==> config.mk <==
export PLATFORM = sky130hd
export DESIGN_NAME = cache_controller
export DESIGN_NICKNAME = d
export VERILOG_FILES = /design/src/rtl/cache_controller_pkg.sv /design/src/rtl/cache_controller_tag_memory.sv /design/src/rtl/cache_controller.sv
export SDC_FILE = /design/constraint.sdc
export NUM_CORES = 1
export LEC_CHECK = 0
export BUFFER_PORTS_ARGS = -buffer_cell sky130_fd_sc_hd__buf_2
export CAP_MARGIN = 40
export CORE_MARGIN = 2
export CORE_UTILIZATION = 30
export DETAILED_ROUTE_END_ITERATION = 10
export GPL_TIMING_DRIVEN = 0
export SYNTH_ARGS = -nofsm -noshare
export SYNTH_HDL_FRONTEND = slang
export SYNTH_HIERARCHICAL = 1
export SYNTH_SLANG_ARGS = --single-unit
==> constraint.sdc <==
create_clock -name iCLK -period 10.1 [get_ports iCLK]
set_clock_uncertainty 0.1 [all_clocks]
set_input_delay 2.02 -clock iCLK [delete_from_list [all_inputs] [get_ports iCLK]]
set_output_delay 2.02 -clock iCLK [all_outputs]
set_load 0.01 [all_outputs]
==> src/rtl/cache_controller_pkg.sv <==
// Shared constants for the direct-mapped cache controller: default geometry,
// address-slicing positions and the FSM state encoding.
package cache_controller_pkg;

    localparam int CC_ADDR_W   = 32;
    localparam int CC_OFFSET_W = 2;
    localparam int CC_IDX_W    = 5;
    localparam int CC_DATA_W   = 32;
    localparam int CC_TAG_W    = CC_ADDR_W - CC_IDX_W - CC_OFFSET_W;

    // Bit positions of the index and tag fields in a byte address.
    localparam int CC_IDX_LSB = CC_OFFSET_W;
    localparam int CC_IDX_MSB = CC_IDX_W + CC_OFFSET_W - 1;
    localparam int CC_TAG_LSB = CC_IDX_W + CC_OFFSET_W;

    localparam logic [1:0] ST_IDLE      = 2'd0;
    localparam logic [1:0] ST_COMPARE   = 2'd1;
    localparam logic [1:0] ST_WRITEBACK = 2'd2;
    localparam logic [1:0] ST_ALLOCATE  = 2'd3;

    typedef enum logic [1:0] {
        IDLE      = ST_IDLE,
        COMPARE   = ST_COMPARE,
        WRITEBACK = ST_WRITEBACK,
        ALLOCATE  = ST_ALLOCATE
    } state_e;

endpackage

==> src/rtl/cache_controller_tag_memory.sv <==
// Per-line tag store with valid/dirty flags for the direct-mapped cache.
// Read is combinational on idx_i; fill and set-dirty update on the rising edge.
module cache_tag_memory
    import cache_controller_pkg::*;
#(
    parameter int IDX_W = CC_IDX_W,
    parameter int TAG_W = CC_TAG_W
) (
    input  logic             clk,
    input  logic             rst_n,
    input  logic [IDX_W-1:0] idx_i,
    input  logic             fill_i,
    input  logic [TAG_W-1:0] fill_tag_i,
    input  logic             set_dirty_i,
    output logic [TAG_W+1:0] line_o
);

    localparam int LINES = 1 << IDX_W;

    logic [TAG_W-1:0] tag_q [LINES];
    logic [LINES-1:0] valid_q;
    logic [LINES-1:0] dirty_q;

    // NOTE: the tag array has no reset; a cleared valid bit makes its contents irrelevant.
    always_ff @(posedge clk) begin
        if (fill_i) begin
            tag_q[idx_i] <= fill_tag_i;
        end
    end

    always_ff @(posedge clk or negedge rst_n) begin
        if (!rst_n) begin
            valid_q <= '0;
            dirty_q <= '0;
        end else if (fill_i) begin
            valid_q[idx_i] <= 1'b1;
            dirty_q[idx_i] <= 1'b0;
        end else if (set_dirty_i) begin
            dirty_q[idx_i] <= 1'b1;
        end
    end

    assign line_o = {valid_q[idx_i], dirty_q[idx_i], tag_q[idx_i]};

endmodule

==> src/rtl/cache_controller.sv <==
// Direct-mapped, write-back, write-allocate cache controller (one word per line).
// Owns tag/valid/dirty state and drives the write side of the external data RAM.
module cache_controller
    import cache_controller_pkg::*;
#(
    parameter int ADDR_W   = CC_ADDR_W,
    parameter int OFFSET_W = CC_OFFSET_W,
    parameter int IDX_W    = CC_IDX_W,
    parameter int DATA_W   = CC_DATA_W,
    parameter int TAG_W    = ADDR_W - IDX_W - OFFSET_W
) (
    input  logic              iCLK,
    input  logic              iRST_N,
    input  logic              cpu_req,
    input  logic              cpu_we,
    input  logic [ADDR_W-1:0] cpu_addr,
    input  logic [DATA_W-1:0] cpu_wdata,
    output logic [DATA_W-1:0] cpu_rdata,
    output logic              cpu_ready,
    output logic              dmem_we,
    output logic [IDX_W-1:0]  dmem_idx,
    output logic [DATA_W-1:0] dmem_wdata,
    input  logic [DATA_W-1:0] dmem_rdata,
    output logic              mem_req,
    output logic              mem_we,
    output logic [ADDR_W-1:0] mem_addr,
    output logic [DATA_W-1:0] mem_wdata,
    input  logic [DATA_W-1:0] mem_rdata,
    input  logic              mem_ack
);

    localparam int TAG_LSB = IDX_W + OFFSET_W;

    state_e            state_q, state_d;
    logic              we_q;
    logic [TAG_W-1:0]  tag_q;
    logic [IDX_W-1:0]  idx_q;
    logic [DATA_W-1:0] wdata_q;

    logic [TAG_W+1:0]  line;
    logic              line_valid, line_dirty, hit;
    logic [TAG_W-1:0]  line_tag;
    logic              fill, set_dirty;
    logic              unused_offset;

    assign unused_offset = ^cpu_addr[OFFSET_W-1:0];

    cache_tag_memory #(
        .IDX_W (IDX_W),
        .TAG_W (TAG_W)
    ) u_tags (
        .clk         (iCLK),
        .rst_n       (iRST_N),
        .idx_i       (idx_q),
        .fill_i      (fill),
        .fill_tag_i  (tag_q),
        .set_dirty_i (set_dirty),
        .line_o      (line)
    );

    assign {line_valid, line_dirty, line_tag} = line;
    assign hit = line_valid && (line_tag == tag_q);

    // The request is captured once in IDLE; CPU inputs are don't-care afterwards.
    always_ff @(posedge iCLK or negedge iRST_N) begin
        if (!iRST_N) begin
            state_q <= IDLE;
            we_q    <= 1'b0;
            tag_q   <= '0;
            idx_q   <= '0;
            wdata_q <= '0;
        end else begin
            state_q <= state_d;
            if (state_q == IDLE && cpu_req) begin
                we_q    <= cpu_we;
                tag_q   <= cpu_addr[ADDR_W-1:TAG_LSB];
                idx_q   <= cpu_addr[TAG_LSB-1:OFFSET_W];
                wdata_q <= cpu_wdata;
            end
        end
    end

    assign dmem_idx = (state_q == IDLE) ? cpu_addr[TAG_LSB-1:OFFSET_W] : idx_q;

    always_comb begin
        // NOTE: every output gets a default first so no path can infer a latch.
        state_d    = state_q;
        cpu_ready  = 1'b0;
        cpu_rdata  = '0;
        dmem_we    = 1'b0;
        dmem_wdata = '0;
        mem_req    = 1'b0;
        mem_we     = 1'b0;
        mem_addr   = '0;
        mem_wdata  = '0;
        fill       = 1'b0;
        set_dirty  = 1'b0;
        unique case (state_q)
            IDLE: begin
                if (cpu_req) state_d = COMPARE;
            end
            COMPARE: begin
                if (hit) begin
                    cpu_ready = 1'b1;
                    state_d   = IDLE;
                    if (we_q) begin
                        dmem_we    = 1'b1;
                        dmem_wdata = wdata_q;
                        set_dirty  = 1'b1;
                    end else begin
                        cpu_rdata = dmem_rdata;
                    end
                end else if (line_valid && line_dirty) begin
                    state_d = WRITEBACK;
                end else begin
                    state_d = ALLOCATE;
                end
            end
            WRITEBACK: begin
                mem_req   = 1'b1;
                mem_we    = 1'b1;
                mem_addr  = {line_tag, idx_q, {OFFSET_W{1'b0}}};
                mem_wdata = dmem_rdata;
                if (mem_ack) state_d = ALLOCATE;
            end
            ALLOCATE: begin
                mem_req  = 1'b1;
                mem_addr = {tag_q, idx_q, {OFFSET_W{1'b0}}};
                if (mem_ack) begin
                    dmem_we    = 1'b1;
                    dmem_wdata = mem_rdata;
                    fill       = 1'b1;
                    state_d    = COMPARE;
                end
            end
            default: state_d = IDLE;
        endcase
    end

endmodule

======== Word level (Yosys, flattened, before mapping) ========
Memories as Yosys holds them, arrays and structs flattened.
Cells that the tools add are included.
word-level totals
  memory bits (writable) .................. 800
  register bits after elaboration ......... 129
  output and inout bits ................... 137
  word-level logic and storage cells ...... 65
  memories ................................ 1
cells by class
  order comparisons ....................... 2
  eq/ne operators ......................... 7
  bitwise gates (word level) .............. 4
  muxes and demuxes ....................... 36
  reductions and logical operators ........ 8
memory list
  memory        words  bits a word  read ports  clocked after Yosys merged registers in  wr ports  line                               text
  u_tags.tag_q  32     25           1           0                                        1         cache_controller_tag_memory.sv:20  logic [TAG_W-1:0] tag_q [LINES];
operators with widths
  kind                                                                                 count
  32-bit two-way mux                                                                   9
  32-bit case mux with 2 select lines                                                  2
  32-bit OR                                                                            2
  32-bit bitwise AND                                                                   1
  32-bit inverter                                                                      1
  25-bit equality test                                                                 1
  1-bit two-way mux                                                                    15
  1-bit binary-select mux with 5-bit select                                            2
  2-bit two-way mux                                                                    4
  2-bit case mux with 4 select lines                                                   1
  5-bit by 6-bit less-than comparator with 1-bit output, second input constant         1
  2-bit inequality test, second input constant                                         3
  1-bit demux with 5-bit select                                                        1
  5-bit by 1-bit greater-or-equal comparator with 1-bit output, second input constant  1
  5-bit two-way mux                                                                    1
  2-bit equality test, second input constant                                           2
  1-bit logical AND                                                                    4
  3-bit AND reduction                                                                  1
  2-bit by 1-bit equality test with 1-bit output, second input constant                1
  2-bit zero test                                                                      1
  1-bit case mux with 2 select lines                                                   1
  2-bit nonzero test                                                                   1
  2-bit OR reduction                                                                   1

======== Longest topological paths before layout ========
Gate-level depths: netlist of the first run.
  depth after elaboration ................. 7
  gate-level depth with buffers ........... 17

======== Hierarchy ========
The synthesis of the first run kept the hierarchy.
modules (own cells, without submodules)
  module            times used  area each (µm²)  cells each
  cache_tag_memory  1           33,372.0         1,870
  cache_controller  1           4,795.8          513

======== Worst setup path before layout of the first run ========
Ideal clock, no wire load.
  path kind ............................... register to output
  start point ............................. register idx_q[0]
  end point ............................... output dmem_we
  slack ................................... 4.991 ns
  arrival ................................. 2.989 ns
  buffers on the path ..................... 3
  stages on the path, launching flop included .. 12
  required time ........................... 7.980 ns
  cells stage by stage .................... dfrtp_1 buf_2 clkbuf_1 mux2i_1 o22ai_1 nor4_1 nand2_1 xor2_1 nor4_4 nand3_2 buf_2 o31ai_1
between the ends
  cells in the longest elaborated chain, start to end .. 5
RTL lines
  item                                line                     text
  from (decl)                         cache_controller.sv:37   logic [IDX_W-1:0] idx_q;
  from (signal assigned)              cache_controller.sv:77   idx_q <= cpu_addr[TAG_LSB-1:OFFSET_W];
  memory 32 x 25 bit                  -
  via line[20]                        cache_controller.sv:40   logic [TAG_W+1:0] line;
  25-bit equality test                cache_controller.sv:62   assign hit = line_valid && (line_tag == tag_q);
  1-bit logical AND                   cache_controller.sv:62
  1-bit two-way mux                   cache_controller.sv:103  if (hit) begin
  1-bit case mux with 2 select lines  cache_controller.sv:98   unique case (state_q)
  to (decl)                           cache_controller.sv:20   output logic dmem_we,
The timed path passes the listed nets, and every way through them passes these cells. The select of a mux whose other input is x is not followed.

======== Final worst setup path of the first run ========
  start point ............................. register idx_q[0]
  end point ............................... output dmem_wdata[6]
between the ends
  cells in the longest elaborated chain, start to end .. 5
RTL lines
  item                                 line                     text
  memory 32 x 25 bit                   -
  via line[0]                          cache_controller.sv:40
  25-bit equality test                 cache_controller.sv:62
  1-bit logical AND                    cache_controller.sv:62
  32-bit two-way mux                   cache_controller.sv:103
  32-bit case mux with 2 select lines  cache_controller.sv:98
  to (decl)                            cache_controller.sv:22   output logic [DATA_W-1:0] dmem_wdata,
The timed path passes the listed nets, and every way through them passes these cells. The select of a mux whose other input is x is not followed.

==> results.py, run 1 <==
metrics = {
    "run": {
        "cap_violations": 0,
    },
    "place": {
        "dp_hpwl_um": 80900,
        "place.gp.congestion": 0.885,
        "port-buffer-count": 265,
    },
    "timing": {
        "fin_tns_setup_ps": 0,
        "setup_viol": 0,
        "tightest_slew_ps": 981,
        "period_share": 0.824,
        "rsz0062_at_grt": "no",
        "post-route-min-period_ps": 8320,
        "finalHoldViolCount": 0,
        "max_slew_margin": 0.340,
        "max_freq_ghz": 0.120,
        "slew_viol_final": 0,
    },
    "clock_tree": {
        "path_clk_slew_ps": 60,
        "clockRootBuffer": "clkbuf_16",
        "hold_buffers": 0,
        "h-tree-depth": 3,
        "cts_tree": "yes",
        "cts_setup_buffers": 0,
        "cts_buffers": 94,
        "ctsLongestPathBuffers": 3,
        "cts_num_sinks": 929,
        "post_cts_resized": 0,
        "clk_latency_ps": 700,
    },
    "pwr": {
        "leakagePower_nw": 17.3,
        "clkPwrFrac": 0.256,
        "pwr-share-seq": 0.388,
        "powerDensity_nw_per_um2": 289,
        "vdd_ir_drop_max_v": 0.000151,
        "report.power.total_mw": 13.5,
        "switching_power_mw": 4.85,
        "p_comb_frac": 0.355,
        "p_int_mw": 8.66,
        "swShare": 0.359,
    },
    "setup_path": {
        "reg2reg_depth": 18,
        "crit_path_end": "dmem_wdata[6]",
        "crit_chain": "buf_2 -> buf_2 -> buf_2 -> mux2i_1 -> o22ai_1 -> nor4_1 -> clkbuf_2 -> nand2_1 -> xnor2_1 -> and4_1 -> clkbuf_1 -> buf_1 -> nand4_1 -> o21ai_0 -> buf_2",
        "cp_common_cell": "buf_2",
        "cp_data_arrival_time_ps": 6200,
        "slowest_delay_ps": 650,
        "crit_start": "idx_q[0]$_DFFE_PN0P_",
        "cp.required_ps": 7980,
        "critical_path_class": "reg -> out",
        "crit_fanout": 10,
        "startpoint_type": "flip-flop",
        "end_kind": "output pin",
        "rrSetupSlack_ps": 3330,
        "crit_slowest_cell": "xnor2_1",
        "r2r_start": "idx_q[0]$_DFFE_PN0P_",
    },
    "status": {
        "status": "completed",
    },
    "synthesis": {
        "synth_cells": 2383,
        "yosysWarnings": 6,
        "synth-seq-cells": 929,
        "synth_area_um2": 38200,
        "syn_area_per_cell_um2": 16.0,
        "seq_area_frac_synth": 0.714,
        "synth_cell_types": 52,
    },
    "floorplanning": {
        "ios": 270,
        "die_y_um": 361,
        "rows": 130,
        "die_x_um": 361,
        "die_area_um2": 130000,
        "core_um2": 126000,
        "start_util": 0.303,
    },
    "layout": {
        "layout_common_cells": "800 x edfxtp_1, 432 x mux2i_1, 352 x buf_2",
        "area_growth_pct": 22.5,
        "fill_cells": 11900,
        "final_layout_size_suffix_gt1_frac": 0.266,
        "nets": 2962,
        "final_common_cell": "edfxtp_1",
    },
    "detailed_routing": {
        "vias_per_cell": 5.12,
        "drtAntennaViolNets": 0,
        "drc": 0,
        "vias": 23400,
        "wl_um": 114000,
        "first_pass_iters": 6,
        "wl_per_cell_um": 25.0,
        "drt-initial-drc-count": 2142,
    },
    "global_route": {
        "overflow": 0,
        "grt_usage": 0.170,
        "antenna_found_initial": 7,
        "grt_pass1_wl_um": 162000,
        "grt_max_degree": 75,
        "grt_pass1_vias": 23200,
    },
    "min_path": {
        "hp-class": "reg -> reg",
    },
}
==> final cells by class <==
type / instances / area [µm²] / area share
antenna: 5 / 12.5 / 0.000268
tap: 1650 / 2060 / 0.0442
inverter: 37 / 139 / 0.00297
sequential: 929 / 27300 / 0.583
multi-input combinational: 1265 / 10200 / 0.219
timing repair buffer: 345 / 3150 / 0.0673
clock inverter: 52 / 493 / 0.0105
clock buffer: 125 / 2630 / 0.0562
buffer: 153 / 798 / 0.0171
==> cells in the mapped netlist (all sizes together) <==
cell type  instances  area [µm²]
or3b               1        8.76
xnor2              4        35.0
or3                1        6.26
xor2              21         184
nand4             36         231
clkbuf            43         161
o31ai              1        7.51
a31oi              2        12.5
mux2              68         766
a2111oi            1        8.76
o21ai             33         165
nor4              95         793
or4b               4        47.6
a22oi              1        7.51
o21ba              1        10.0
nor2b              7        43.8
nand2b             5        31.3
nor2              69         259
nand3b             2        15.0
buf              110         637
and4               3        26.3
nor3               5        25.0
mux2i            432        4320
nand3              3        20.0
and3b              1        8.76
or2               33         206
a21oi             33         165
a22o              25         219
ha                 4        50.1
and2              41         257
edfxtp           800       24000
conb               1        3.75
nand2             68         255
or4                1        11.3
nand4b             5        68.8
inv               37         139
nor3b              1        12.5
nand4bb            6        67.6
and3              34         213
o22ai            216        1410
dfrtp            129        3230
==> sequential cells by signal, summed over array words and instances (netlist names), named ones only <==
register,count
tag_q,25
wdata_q,32
idx_q,5
u_tags/valid_q,32
we_q,1
state_q,2
u_tags/tag_q,800
==> critical path: cells and delay by family (launching register included) <==
family                 cells  cell delay, ps
XOR/XNOR                   1             650
AO/OA/AOI/OAI              2             550
AND/OR/NAND/NOR            4            1160
multiplexers               1             270
flip-flops                 1             370
buffers and inverters      7            2560
==> stage by stage <==
stage / worst slack (ps) / hold slack (ps) / area [µm²] / std cells / util
finish: 1780 / 366 / 46800 / 4561 / 0.371
global route: 1660 / 380 / 46800 / 4558 / 0.371
floorplan: 4990 / 333 / 38200 / 2384 / -
detailed placement: 2310 / 351 / 43600 / 4375 / 0.346
CTS: 1610 / 368 / 46700 / 4552 / 0.371
global placement: 2260 / 346 / 41600 / 4299 / 0.330
==> cells by family after synthesis <==
group,synth area share
buf+inv,0.0246
simple gates,0.0683
xor+xnor,0.00574
other cells,0.0000983
compound gates,0.0526
fa+ha+maj,0.00131
flops,0.714
mux,0.133
==> worst min path at each step <==
| stage | start | end | slack [ps] | cells after the start |
|---|---|---|---|---|
| 2_1_floorplan | u_tags/valid_q[0]$_DFFE_PN0P_ | u_tags/valid_q[0]$_DFFE_PN0P_ | 330 | 1 |
| 3_3_place_gp | u_tags/valid_q[4]$_DFFE_PN0P_ | u_tags/valid_q[4]$_DFFE_PN0P_ | 350 | 1 |
| 3_5_place_dp | u_tags/valid_q[8]$_DFFE_PN0P_ | u_tags/valid_q[8]$_DFFE_PN0P_ | 350 | 1 |
| 4_1_cts | u_tags/valid_q[13]$_DFFE_PN0P_ | u_tags/valid_q[13]$_DFFE_PN0P_ | 370 | 1 |
| 5_1_grt | u_tags/valid_q[30]$_DFFE_PN0P_ | u_tags/valid_q[30]$_DFFE_PN0P_ | 380 | 1 |
| 6_report | u_tags/valid_q[28]$_DFFE_PN0P_ | u_tags/valid_q[28]$_DFFE_PN0P_ | 370 | 1 |
==> per-layer routing <==
| metal | track usage | vias up | share of wire |
|---|---|---|---|
| met1 | 0.228 | 12000 | 0.42 |
| met3 | 0.0257 | 191 | 0.067 |
| li1 | - | 10200 | - |
| met4 | 0.0666 | 2 | 0.036 |
| met2 | 0.277 | 941 | 0.47 |
| met5 | 0 | - | 0.00011 |
==> power by group through the flow <==
stage,logic (mW),clock network (mW),registers [mW]
6_report,4.80,3.47,5.25
5_1_grt,5.04,3.67,5.29
4_1_cts,4.74,3.52,5.25
3_5_place_dp,4.73,0,5.33
3_3_place_gp,3.91,0,5.66
2_1_floorplan,2.53,0,5.37
Note: power is estimated with default switching activity, not from simulation.
==> run 2, diff against run 1 <==
--- a/config.mk
+++ b/config.mk
@@ -5,6 +5,7 @@
 export SDC_FILE = /design/constraint.sdc
 export NUM_CORES = 1
 export LEC_CHECK = 0
+export ABC_AREA = 1
 export BUFFER_PORTS_ARGS = -buffer_cell sky130_fd_sc_hd__buf_2
 export CAP_MARGIN = 40
 export CORE_MARGIN = 2
==> constraint.sdc (replaced) <==
create_clock -name iCLK -period 7.28 [get_ports iCLK]
set_clock_uncertainty 0.1 [all_clocks]
set_input_delay 1.456 -clock iCLK [delete_from_list [all_inputs] [get_ports iCLK]]
set_output_delay 1.456 -clock iCLK [all_outputs]
set_load 0.01 [all_outputs]
==> results.py, run 2 <==
metrics = {
    "clock_tree": {
        "cts_tree": "yes",
        "cts_buffers": 95,
        "cts_num_sinks": 929,
        "hold_buffers": 0,
        "post_cts_resized": 0,
        "h-tree-depth": 3,
        "cts_setup_buffers": 0,
        "ctsLongestPathBuffers": 3,
        "clockRootBuffer": "clkbuf_16",
        "clk_latency_ps": 660,
        "path_clk_slew_ps": 60,
    },
    "floorplanning": {
        "ios": 270,
        "die_y_um": 372,
        "rows": 135,
        "start_util": 0.301,
        "die_area_um2": 139000,
        "core_um2": 135000,
        "die_x_um": 372,
    },
    "synthesis": {
        "yosysWarnings": 6,
        "synthTopCellsByCount": "2535 x nand2_1, 800 x edfxtp_1, 163 x nor2_1",
        "synth_cell_types": 34,
        "synth_area_um2": 40700,
        "ys.flop_type": "edfxtp_1",
        "synth-seq-cells": 929,
        "seq_area_frac_synth": 0.670,
        "synth_top_area_share": 0.591,
        "syn_area_per_cell_um2": 9.51,
        "synth_edf_count": 800,
        "synth_top_area_cell": "edfxtp_1",
        "synth_cells": 4279,
        "synth_async_sr_flop_share": 0.139,
        "synth_most_common_cell": "nand2_1",
        "yosys-top-cells-area": "edfxtp_1 59%, nand2_1 23%, dfrtp_1 7.9%",
    },
    "min_path": {
        "min-delay-start": "u_tags/valid_q[24]$_DFFE_PN0P_",
        "hp-class": "reg -> reg",
    },
    "pwr": {
        "vdd_ir_drop_max_v": 0.000316,
        "leakagePower_nw": 21.5,
        "powerDensity_nw_per_um2": 402,
    },
    "timing": {
        "fin_tns_setup_ps": 0,
        "post-route-min-period_ps": 7130,
        "max_slew_margin": 0.340,
        "tightest_slew_ps": 986,
        "slew_viol_final": 0,
        "setup_ws_ps": 146,
        "max_freq_ghz": 0.140,
        "rsz0062_at_grt": "no",
        "setup_viol": 0,
        "period_share": 0.980,
        "finalHoldViolCount": 0,
    },
    "place": {
        "dp_hpwl_um": 95300,
        "place.gp.congestion": 0.952,
        "pre_cts_ws_ps": 1060,
        "port-buffer-count": 265,
    },
    "setup_path": {
        "cp_data_arrival_time_ps": 5580,
        "slowest_delay_ps": 590,
        "crit_family": "buffers and inverters",
        "rrSetupSlack_ps": 980,
        "crit_start": "idx_q[1]$_DFFE_PN0P_",
        "crit_fanout": 10,
        "cp_common_cell": "nand2_1",
        "crit_chain": "inv_1 -> buf_2 -> buf_2 -> clkbuf_1 -> nand2_1 -> nand2_1 -> nand2_1 -> nand2_1 -> nor2_1 -> nand2_1 -> xnor2_1 -> nand2_1 -> nor2_1 -> nand3_1 -> nor2_4 -> nand2_1 -> o21ai_0 -> buf_2",
        "cp.required_ps": 5720,
        "startpoint_type": "flip-flop",
        "r2r_start": "idx_q[1]$_DFFE_PN0P_",
        "path_buf_inv": 5,
        "crit_slowest_cell": "clkbuf_1",
        "end_kind": "output pin",
        "critical_path_class": "reg -> out",
    },
    "global_route": {
        "grt_usage": 0.189,
        "overflow": 0,
        "grt_pass1_vias": 28600,
        "grt_max_degree": 71,
        "antenna_found_initial": 10,
        "grt_pass1_wl_um": 191000,
    },
    "layout": {
        "area_growth_pct": 19.2,
        "largest_reg_flops": 800,
        "reg.largest.list": "u_tags/tag_q (800), u_tags/valid_q (32), wdata_q (32)",
        "final_layout_size_suffix_gt1_frac": 0.134,
        "largest-register": "u_tags/tag_q",
        "final_common_cell": "nand2_1",
        "nets": 4864,
        "layout_common_cells": "2535 x nand2_1, 800 x edfxtp_1, 302 x buf_2",
    },
    "run": {
        "cap_violations": 0,
    },
    "detailed_routing": {
        "drtAntennaViolNets": 0,
        "drc": 0,
        "wl_per_cell_um": 20.4,
        "vias_per_cell": 4.74,
        "vias": 31200,
        "first_pass_iters": 5,
        "wl_um": 134000,
        "drt-initial-drc-count": 3496,
    },
    "status": {
        "status": "completed",
    },
}
## run 2: changes by cell type after synthesis, moves of 78 or more
cell,before,now
clkbuf_1,43,121
inv_1,37,155
mux2i_1,432,0
nand2_1,68,2535
nor2_1,69,163
o22ai_1,206,24
## run 2: worst min-delay path, stage by stage, from the launching register on
cell and delay (ps):
dfrtp_1 320, inv_1 40, o21ai_0 60
## run 2: cell families (layout without fill, tap and decap cells)
logic type      after synthesis  after routing  synth area share
simple gates               2819           2819             0.267
flops                       929            929             0.670
buf+inv                     385            909            0.0377
compound gates              107            107            0.0142
mux                          33             33           0.00914
fa+ha+maj                     4              4           0.00123
other cells                   1              3         0.0000922
xor+xnor                      1              1          0.000215
## run 2: area by class of cell
type,instances,area (µm²)
diodes,1,2.50
plain buffers,213,890
multi-input cells,2966,12000
repair buffers,350,2450
clock inverters,35,283
inverters,172,646
clock buffers,139,2690
flip-flops and latches,929,27300
well taps,1781,2230
fillers,13400,86500
## run 2: stage by stage
stage          instance area, µm²  hold slack (ps)  cells   util  power (mW)
2_1_floorplan               40700              324   4280      -        11.1
3_3_place_gp                44200              337   6326  0.328        14.3
3_5_place_dp                45500              344   6408  0.337        14.6
4_1_cts                     48500              359   6582  0.359        19.3
5_1_grt                     48500              378   6585  0.359        20.4
6_report                    48500              360   6586  0.359        19.5
## run 2: final timing paths
check,end,cells after the start
min reg2reg,u_tags/valid_q[24]$_DFFE_PN0P_,2
max,dmem_we,18
max reg2reg,flip-flop,24
min,u_tags/valid_q[24]$_DFFE_PN0P_,2
min in group asynchronous,wdata_q[23]$_DFFE_PN0P_,1
max in group asynchronous,async pin,2
## run 2: routing by layer
layer / routed length (µm) / global-route usage
met1: 57000 / 0.261
met2: 60800 / 0.292
met3: 11700 / 0.0378
met4: 4990 / 0.0697
met5: 13 / 0
## run 2: where the power goes
part,switching [mW],internal (mW)
registers,0.697,6.76
logic,5.41,1.89
clock network,2.02,2.70
total,8.14,11.3
